## src/rtl/mem_arbiter.sv

```systemverilog
// Two-port (I-cache / D-cache) arbiter onto a single-ported block memory.
// Round-robin grant, registered memory command, one-cycle done pulses.
module mem_arbiter (
  input  logic        clk,
  input  logic        rst_n,
  input  logic        i_req,
  input  logic [13:0] i_addr,
  output logic        i_done,
  output logic [63:0] i_rd_data,
  input  logic        d_req,
  input  logic        d_we,
  input  logic [13:0] d_addr,
  input  logic [63:0] d_wr_data,
  output logic        d_done,
  output logic [63:0] d_rd_data,
  output logic [13:0] m_addr,
  output logic        m_re,
  output logic        m_we,
  output logic [63:0] m_wr_data,
  input  logic [63:0] m_rd_data,
  input  logic        m_rdy,
  output logic        busy
);

  typedef enum logic [1:0] {IDLE, I_RD, D_RD, D_WR} state_t;

  state_t state, state_nxt;
  logic   last_d;
  logic   i_elig, d_elig;
  logic   grant, complete, re_nxt, we_nxt;

  // A requester whose done pulse is high this cycle is not eligible, so a
  // req dropped on the done cycle can never be re-granted.
  assign i_elig = i_req & ~i_done;
  assign d_elig = d_req & ~d_done;

  always_ff @(posedge clk or negedge rst_n) begin
    if (!rst_n) state <= IDLE;
    else        state <= state_nxt;
  end

  always_comb begin
    state_nxt = state;
    unique case (state)
      IDLE: begin
        if (i_elig && (!d_elig || last_d)) state_nxt = I_RD;
        else if (d_elig)                   state_nxt = d_we ? D_WR : D_RD;
      end
      I_RD, D_RD, D_WR: if (m_rdy) state_nxt = IDLE;
      default: state_nxt = IDLE;
    endcase
  end

  always_comb begin
    busy     = (state != IDLE);
    grant    = (state == IDLE) && (state_nxt != IDLE);
    complete = (state != IDLE) && m_rdy;
    re_nxt   = (state_nxt == I_RD) || (state_nxt == D_RD);
    we_nxt   = (state_nxt == D_WR);
  end

  // Memory command is registered from the next state so m_re/m_we are glitch-free.
  always_ff @(posedge clk or negedge rst_n) begin
    if (!rst_n) begin
      m_re      <= 1'b0;
      m_we      <= 1'b0;
      m_addr    <= '0;
      m_wr_data <= '0;
      last_d    <= 1'b0;
      i_done    <= 1'b0;
      d_done    <= 1'b0;
      i_rd_data <= '0;
      d_rd_data <= '0;
    end else begin
      m_re   <= re_nxt;
      m_we   <= we_nxt;
      i_done <= complete && (state == I_RD);
      d_done <= complete && ((state == D_RD) || (state == D_WR));
      if (grant) begin
        m_addr <= (state_nxt == I_RD) ? i_addr : d_addr;
        last_d <= (state_nxt != I_RD);
        if (state_nxt == D_WR) m_wr_data <= d_wr_data;
      end
      if (complete && (state == I_RD)) i_rd_data <= m_rd_data;
      if (complete && (state == D_RD)) d_rd_data <= m_rd_data;
    end
  end

endmodule

```

## config.mk

```make
export PLATFORM = sky130hd
export DESIGN_NAME = mem_arbiter
export DESIGN_NICKNAME = d
export VERILOG_FILES = /design/src/rtl/mem_arbiter.sv
export SDC_FILE = /design/constraint.sdc
export NUM_CORES = 1
export LEC_CHECK = 0
export ABC_AREA = 1
export BUFFER_PORTS_ARGS = -buffer_cell sky130_fd_sc_hd__buf_2
export CAP_MARGIN = 30
export CELL_PAD_IN_SITES_DETAIL_PLACEMENT = 1
export CELL_PAD_IN_SITES_GLOBAL_PLACEMENT = 2
export CORE_MARGIN = 2
export CORE_UTILIZATION = 24
export CTS_BUF_LIST = sky130_fd_sc_hd__clkbuf_8
export DETAILED_ROUTE_END_ITERATION = 10
export HOLD_SLACK_MARGIN = 0.02
export PLACE_DENSITY = 0.87
export SYNTH_ARGS = -nofsm -noshare
export SYNTH_HDL_FRONTEND = slang
export SYNTH_SLANG_ARGS = --single-unit
```

## constraint.sdc

```tcl
create_clock -name clk -period 1.8 [get_ports clk]
set_clock_uncertainty 0.15 [all_clocks]
set_input_delay 0.18 -clock clk [delete_from_list [all_inputs] [get_ports clk]]
set_output_delay 0.18 -clock clk [all_outputs]
set_load 0.1 [all_outputs]
```

==> key figures, run 1 <==
Outcome
  – Status: finished with violations
  – Failing checks: negative setup slack

Yosys
  – Synth top area cells: dfrtp_1, nand2_1, o21ai_0
  – Post-Syn Area: 0.00820 mm^2
  – Post-Synthesis Cells: 897
  – Top cell type's share of synthesized area: 65.0%
  – Syn Area/Cell: 9.14 um^2
  – Seq/Total Area, Yosys: 65.0%
  – Largest area contributor in the netlist: dfrtp_1
  – Synthesized Nets: 1062
  – FF+latch count, synth: 213
  – Yosys cell types: 19
  – Ys Warns: 0

Worst setup path
  – Worst EP arrival: 2.36 ns
  – Largest stage delay on the critical path: 0.49 ns
  – CP Class: reg -> reg
  – Crit path max fanout: 7
  – Slowest cell on crit path: dfrtp_4
  – Setup crit end kind: register
  – Crit-path cells: nor2_4 > nand2_2 > nor2_1 > nor2_1 > ha_2 > inv_2 > nand2_4 > buf_12 > clkinv_8 > nand2_8 > clkbuf_16 > nand2_2 > nand2_1
  – CP startpoint kind: register
  – Req. time, crit path: 2.03 ns

GRT
  – Global route overflow: 0
  – First-pass GRT wire length: 51600 um
  – Total GRT Usage: 18.0%
  – Largest net degree at the start of global routing: 80
  – Initial antenna violation count: 2
  – Vias in the first global route: 9530

STA
  – Setup ws final: -0.326 ns
  – Setup repair after global routing missed its margin: yes
  – Setup violations, final: 79
  – Minimum clock period: 2.13 ns
  – Fin. Hold Viols: 0
  – Fmax: 0.470 GHz
  – Fin Hold WS: 0.137 ns
  – Slew Viols, Final: 0
  – TNS Setup: -15.60 ns
  – Least-Margin Pin Slew: 0.549 ns
  – Final worst-path cycle share: 118%
  – Worst slew margin: 63.7%

Place
  – HPWL Detailed: 20100 um
  – GPL Wtd Cong: 0.818
  – Placed cells: 1708
  – Number of I/O port buffers: 372

Route
  – First-pass DRT Iterations: 4
  – Post-route DRC: 0
  – Detail Route Antenna Nets: 0
  – WL final: 35000 um
  – Drt wl/cell: 17.9 um
  – Post-DR vias/cell: 4.37
  – Initial DRC Count: 219
  – Via count: 8562

Clock tree
  – CTS Buffer Depth: 3
  – Root buffer cell: clkbuf_8
  – CTS Buf Count: 39
  – Num Clock Sinks: 213
  – Clock transition at the registers of the reported paths: 0.07 ns
  – H-Tree Depth: 2
  – CTS tree: done
  – Clock latency at the later pin of the worst-skew pair: 0.53 ns

Final layout
  – Post-route insts no fill: 1958
  – Filler cells: 3918
  – Area Growth Syn to Fin: 69.8%
  – Layout cell share with drive strength beyond 1: 38.0%
  – Most frequent cells in the layout: buf_2, nand2_1, dfrtp_1
  – Commonest non-fill, non-tap cell in the layout: buf_2
  – Multi-input logic area: 0.00265 mm^2
  – Register area: 0.00534 mm^2
  – Final net count: 1650

Hold path
  – Hold Crit Class: in -> reg

Die
  – I/O pins: 373
  – Row count: 67
  – DIE AREA: 0.0357 mm^2
  – Width of the die: 189 um
  – CORE AREA: 0.0336 mm^2
  – Die extent in y: 189 um
  – Initial core utilization: 24.4%

Run
  – Max Cap Viol: 0
cell type report:
class,instances,area share [%]
Antenna cell,1,0.0180
Inverter,91,2.57
Timing Repair Buffer,590,31.0
Multi-Input combinational cell,550,19.0
Tap cell,448,4.02
Clock inverter,20,0.638
Sequential cell,213,38.3
Clock buffer,45,4.45
what timing repair did:
action                     CTS  global route
hold buffers               160             0
hold endpoints to repair   421             0
gates cloned                 3             9
pin swaps                   13            11
setup buffers               11             6
gates resized for setup     48            56
setup endpoints to repair   81           128
per-layer routing:
metal  share of wire [%]  vias to the layer above  wire length, um  GRT usage, %
met3                 7.3                      102             2560          5.47
li1                    -                     3924                -             -
met5               0.051                        -               18             0
met1                  38                     4153            13300          19.9
met4                 4.7                        2             1630          7.42
met2                  50                      381            17500          32.3
flip-flops by register name (all words and copies together), names as in the netlist:
name and count:
m_re 1, state 2, m_wr_data 64, m_addr 14, last_d 1, d_rd_data 64, d_done 1, m_we 1
i_done 1, i_rd_data 64
metrics by stage:
step           setup slack [ns]  utilization (%)  cell area, um^2
6_report                 -0.326             41.4            13900
5_1_grt                  -0.445             41.4            13900
3_5_place_dp             -0.225             32.6            11000
3_3_place_gp             -0.161             32.6            11000
2_1_floorplan            -0.182                -             8390
4_1_cts                  -0.190             40.5            13600
synthesized netlist by cell type:
| cell type | number |
|---|---|
| inv_2 | 1 |
| nor2_1 | 6 |
| nor2_4 | 2 |
| buf_4 | 3 |
| clkbuf_2 | 5 |
| ha_1 | 3 |
| o21ai_1 | 8 |
| inv_1 | 90 |
| clkbuf_1 | 4 |
| or2_2 | 1 |
| nand2_4 | 1 |
| dfrtp_1 | 213 |
| nand3_1 | 5 |
| nand2_2 | 1 |
| buf_6 | 1 |
| buf_2 | 32 |
| o21ai_0 | 135 |
| a21oi_1 | 1 |
| nand2_1 | 385 |
kinds of logic (layout without fill, tap and decap cells):
logic type | count (synthesis) | in the layout | share of synthesized area [%]
compound gates | 144 | 144 | 8.79
fa+ha+maj | 3 | 3 | 0.458
buf+inv | 136 | 746 | 7.02
flops | 213 | 213 | 65.0
other cells | 0 | 1 | 0
simple gates | 401 | 403 | 18.8
worst max-delay path, delay by kind of cell, from the launching register on:
kind	cells	cell delay [ns]
flops	1	0.49
buf+inv	4	0.44
fa+ha+maj	1	0.17
simple gates	8	0.73
final timing paths:
check,cells after the start,from,slack [ns],endpoint
max,13,i_done,-0.33,m_wr_data[27]
min,5,m_rdy,0.14,state[0]
max reg2reg,13,i_done,-0.33,m_wr_data[27]
min reg2reg,2,m_wr_data[42],0.32,m_wr_data[42]
max in group asynchronous,4,rst_n,0.30,i_rd_data[40]
min in group asynchronous,3,rst_n,0.54,m_wr_data[54]
Power of run 1 is not shown: default switching activity piles up to over one toggle a cycle in this logic, so the estimate is an artifact.
==> run 2: changes to the inputs <==
Settings changed: ABC_AREA 1 to default, CORE_UTILIZATION 24 to 29, PLACE_DENSITY 0.87 to 0.89.
==> key figures, run 2 <==
Outcome
  – Status: finished with violations
  – Failing checks: negative setup slack

Yosys
  – Top cell type's share of synthesized area: 64.4% (-0.61 points)
  – Yosys cell types: 24 (+5)
  – Synthesized Nets: 662 (-38%)
  – Top_reg_cell synth: dfrtp_1
  – Commonest cells in the netlist: dfrtp_1, mux2_2, mux2_4
  – Main combinational cell family by area after synthesis: multiplexers
  – Post-Synthesis Cells: 497 (-45%)
  – Largest area contributor in the netlist: dfrtp_1
  – Compound-Gate Fraction of Synth Area: 1.34% (-7.4 points)
  – FF+latch count, synth: 213 (unchanged)
  – Synth top area cells: dfrtp_1, mux2_2, mux2_4
  – Synth Area in XOR/XNOR: 0% (unchanged)
  – Ys async rst share: 100% (unchanged)
  – Simple-Gate Fraction of Synth Area: 1.31% (-17 points)
  – Seq/Total Area, Yosys: 64.4% (-0.61 points)
  – Post-Syn Area: 0.00828 mm^2 (+0.95%)
  – Mux cell area share after synthesis: 30.1% (+30 points)
  – EDFF count, synth: 0 (unchanged)
  – Most common cell in the synthesized netlist: dfrtp_1
  – Area share of fa/ha/maj cells after synthesis: 0.453% (-0.0043 points)
  – Ys Warns: 0 (unchanged)
  – Syn Area/Cell: 16.7 um^2 (+82%)

Route
  – Via count: 6734 (-21%)
  – Initial DRC Count: 232 (+5.9%)
  – First-pass DRT Iterations: 4 (unchanged)
  – Met1 Wirelength: 11700 um (-12%)
  – WL final: 32500 um (-7.1%)
  – Detail Route Antenna Nets: 0 (unchanged)
  – Routed wl met2: 17700 um (+1.5%)
  – Met3 WL: 2290 um (-11%)
  – Top sig layer: met5
  – Drt wl/cell: 21.3 um (+20%)
  – Post-DR vias/cell: 4.43 (+1.2%)
  – Post-route DRC: 0 (unchanged)

Worst setup path
  – Setup crit end kind: register
  – R2R setup slack: -0.69 ns (-0.36 ns)
  – Req. time, crit path: 2.05 ns (+0.02 ns)
  – R2R Path End: m_wr_data[33]
  – Crit path max fanout: 6 (-1)
  – Worst EP arrival: 2.74 ns (+0.38 ns)
  – RR Startpoint: d_done
  – Worst R2R Path Depth: 9 (-4)
  – CP Class: reg -> reg
  – CP startpoint kind: register

STA
  – Final worst-path cycle share: 138% (+20 points)
  – Fin Hold WS: 0.000601 ns (-0.137 ns)
  – Minimum clock period: 2.49 ns (+0.362 ns)
  – Slew Viols, Final: 0 (unchanged)
  – Setup repair after global routing missed its margin: yes
  – Least-Margin Pin Slew: 0.750 ns (+0.201 ns)
  – Fmax: 0.402 GHz (-15%)
  – Setup violations, final: 146 (+85%)
  – Fin. Hold Viols: 0 (unchanged)
  – Worst slew margin: 49.9% (-14 points)
  – Setup ws final: -0.688 ns (-0.362 ns)

Final layout
  – Most frequent cells in the layout: buf_2, dfrtp_1, dlygate4sd3_1
  – Area Growth Syn to Fin: 70.2%
  – Top Registers: d_rd_data: 64 flops, i_rd_data: 64 flops, m_wr_data: 64 flops
  – Filler cells: 2917 (-26%)
  – Multi-input logic area: 0.00292 mm^2 (+10%)
  – Layout cell share with drive strength beyond 1: 62.1% (+24 points)
  – Commonest non-fill, non-tap cell in the layout: buf_2
  – Register area: 0.00534 mm^2 (about the same)
  – Fin util: 50.5% (+9.0 points)
  – Final instance area: 0.0141 mm^2 (+1.2%)
  – Final net count: 1276 (-23%)

GRT
  – Largest net degree at the start of global routing: 45 (-44%)
  – Total GRT Usage: 20.7% (+2.7 points)
  – Vias in the first global route: 8043 (-16%)
  – First-pass GRT wire length: 48300 um (-6.3%)
  – Initial antenna violation count: 4 (+2)
  – Global route overflow: 0 (unchanged)

Hold path
  – Hold Crit Class: in -> reg
  – Hold Startpoint: m_rdy
  – Worst hold path cell count: 3 (-2)
  – End of the worst hold path: state[1]

Clock tree
  – CTS tree: done
  – Root buffer cell: clkbuf_8
  – H-Tree Depth: 2 (unchanged)
  – Clock transition at the registers of the reported paths: 0.06 ns (about the same)
  – Num Clock Sinks: 213 (unchanged)
  – CTS Buffer Depth: 3 (unchanged)
  – CTS Buf Count: 39 (unchanged)
  – Clock latency at the later pin of the worst-skew pair: 0.51 ns (-0.02 ns)

Die
  – Die extent in y: 173 um (-8.4%)
  – CORE AREA: 0.0279 mm^2 (-17%)
  – Row count: 61 (-9.0%)
  – DIE AREA: 0.0299 mm^2 (-16%)
  – I/O pins: 373 (unchanged)
  – Initial core utilization: 29.6% (+5.2 points)
  – Width of the die: 173 um (-8.4%)

Place
  – Post-DP Area: 0.0109 mm^2 (-0.88%)
  – HPWL Detailed: 17800 um (-12%)
  – Number of I/O port buffers: 372 (unchanged)
  – GPL Wtd Cong: 0.761 (-7.0%)

Run
  – Max Cap Viol: 0 (unchanged)
run 2: changes by cell type after synthesis, sizes merged, moves of 2 or more:
| cell | before | now |
|---|---|---|
| nand2 | 387 | 2 |
| mux2 | 0 | 192 |
| o21ai | 143 | 0 |
| inv | 91 | 6 |
| mux2i | 0 | 15 |
| buf | 36 | 22 |
| a21oi | 1 | 14 |
| nor2 | 8 | 15 |
| clkbuf | 9 | 3 |
| nand3 | 5 | 0 |
| and2 | 0 | 2 |
| nor2b | 0 | 2 |
run 2: worst max-delay path: stages, from the launching register on:
cell       delay (ns)
dfrtp_4          0.47
or3b_4           0.39
a22oi_2          0.20
a2bb2oi_2        0.15
ha_2             0.20
nor3_4           0.04
and2_4           0.16
buf_12           0.15
buf_16           0.14
mux2_4           0.31
run 2: stage by stage:
stage	TNS, ns	cells	worst slack, ns
6_report	-61.05	1521	-0.688
5_1_grt	-69.65	1519	-0.755
4_1_cts	-64.35	1504	-0.710
3_5_place_dp	-73.22	1257	-0.836
3_3_place_gp	-67.06	1257	-0.769
2_1_floorplan	-65.23	497	-0.859
run 2: logic make-up (layout without fill, tap and decap cells):
family                     Yosys count  after routing
DFF                                213            213
and+or+nand+nor                     24             25
buffers and inverters               31            672
AOI/OAI and AO/OA                   19             19
muxes                              207            207
adders and majority gates            3              3
other                                0              4
run 2: worst max path at each step:
stage | from | endpoint | cells after the start
global placement | d_done | m_wr_data[50] | 8
global route | d_done | m_wr_data[59] | 10
detailed placement | d_done | m_wr_data[36] | 7
CTS | d_done | m_wr_data[41] | 9
finish | d_done | m_wr_data[33] | 9
floorplan | state[1] | m_wr_data[10] | 9
run 2: cell type report:
cell class	count	share of cell area, %
Antenna cell	4	0.0710
Clock buffer	49	4.79
Clock inverter	20	0.568
Inverter	6	0.204
Multi-Input combinational cell	254	20.7
Sequential cell	213	37.9
Tap cell	378	3.36
Timing Repair Buffer	597	32.4
run 2: layer usage:
layer / up-vias / GRT usage [%]
met1: 3398 / 21.6
met2: 294 / 39.9
met4: 2 / 6.14
li1: 2980 / -
met3: 60 / 6.20
met5: - / 0
run 2: timing repair:
item / in CTS / in global routing
endpoints found under the hold margin: 422 / 14
pin swaps: 17 / 5
gates resized for setup: 48 / 34
endpoints found under the setup margin: 153 / 218
gates cloned: 9 / 10
hold buffers: 160 / 2
setup buffers: 12 / 7
Power of run 2 is left out for the same reason.
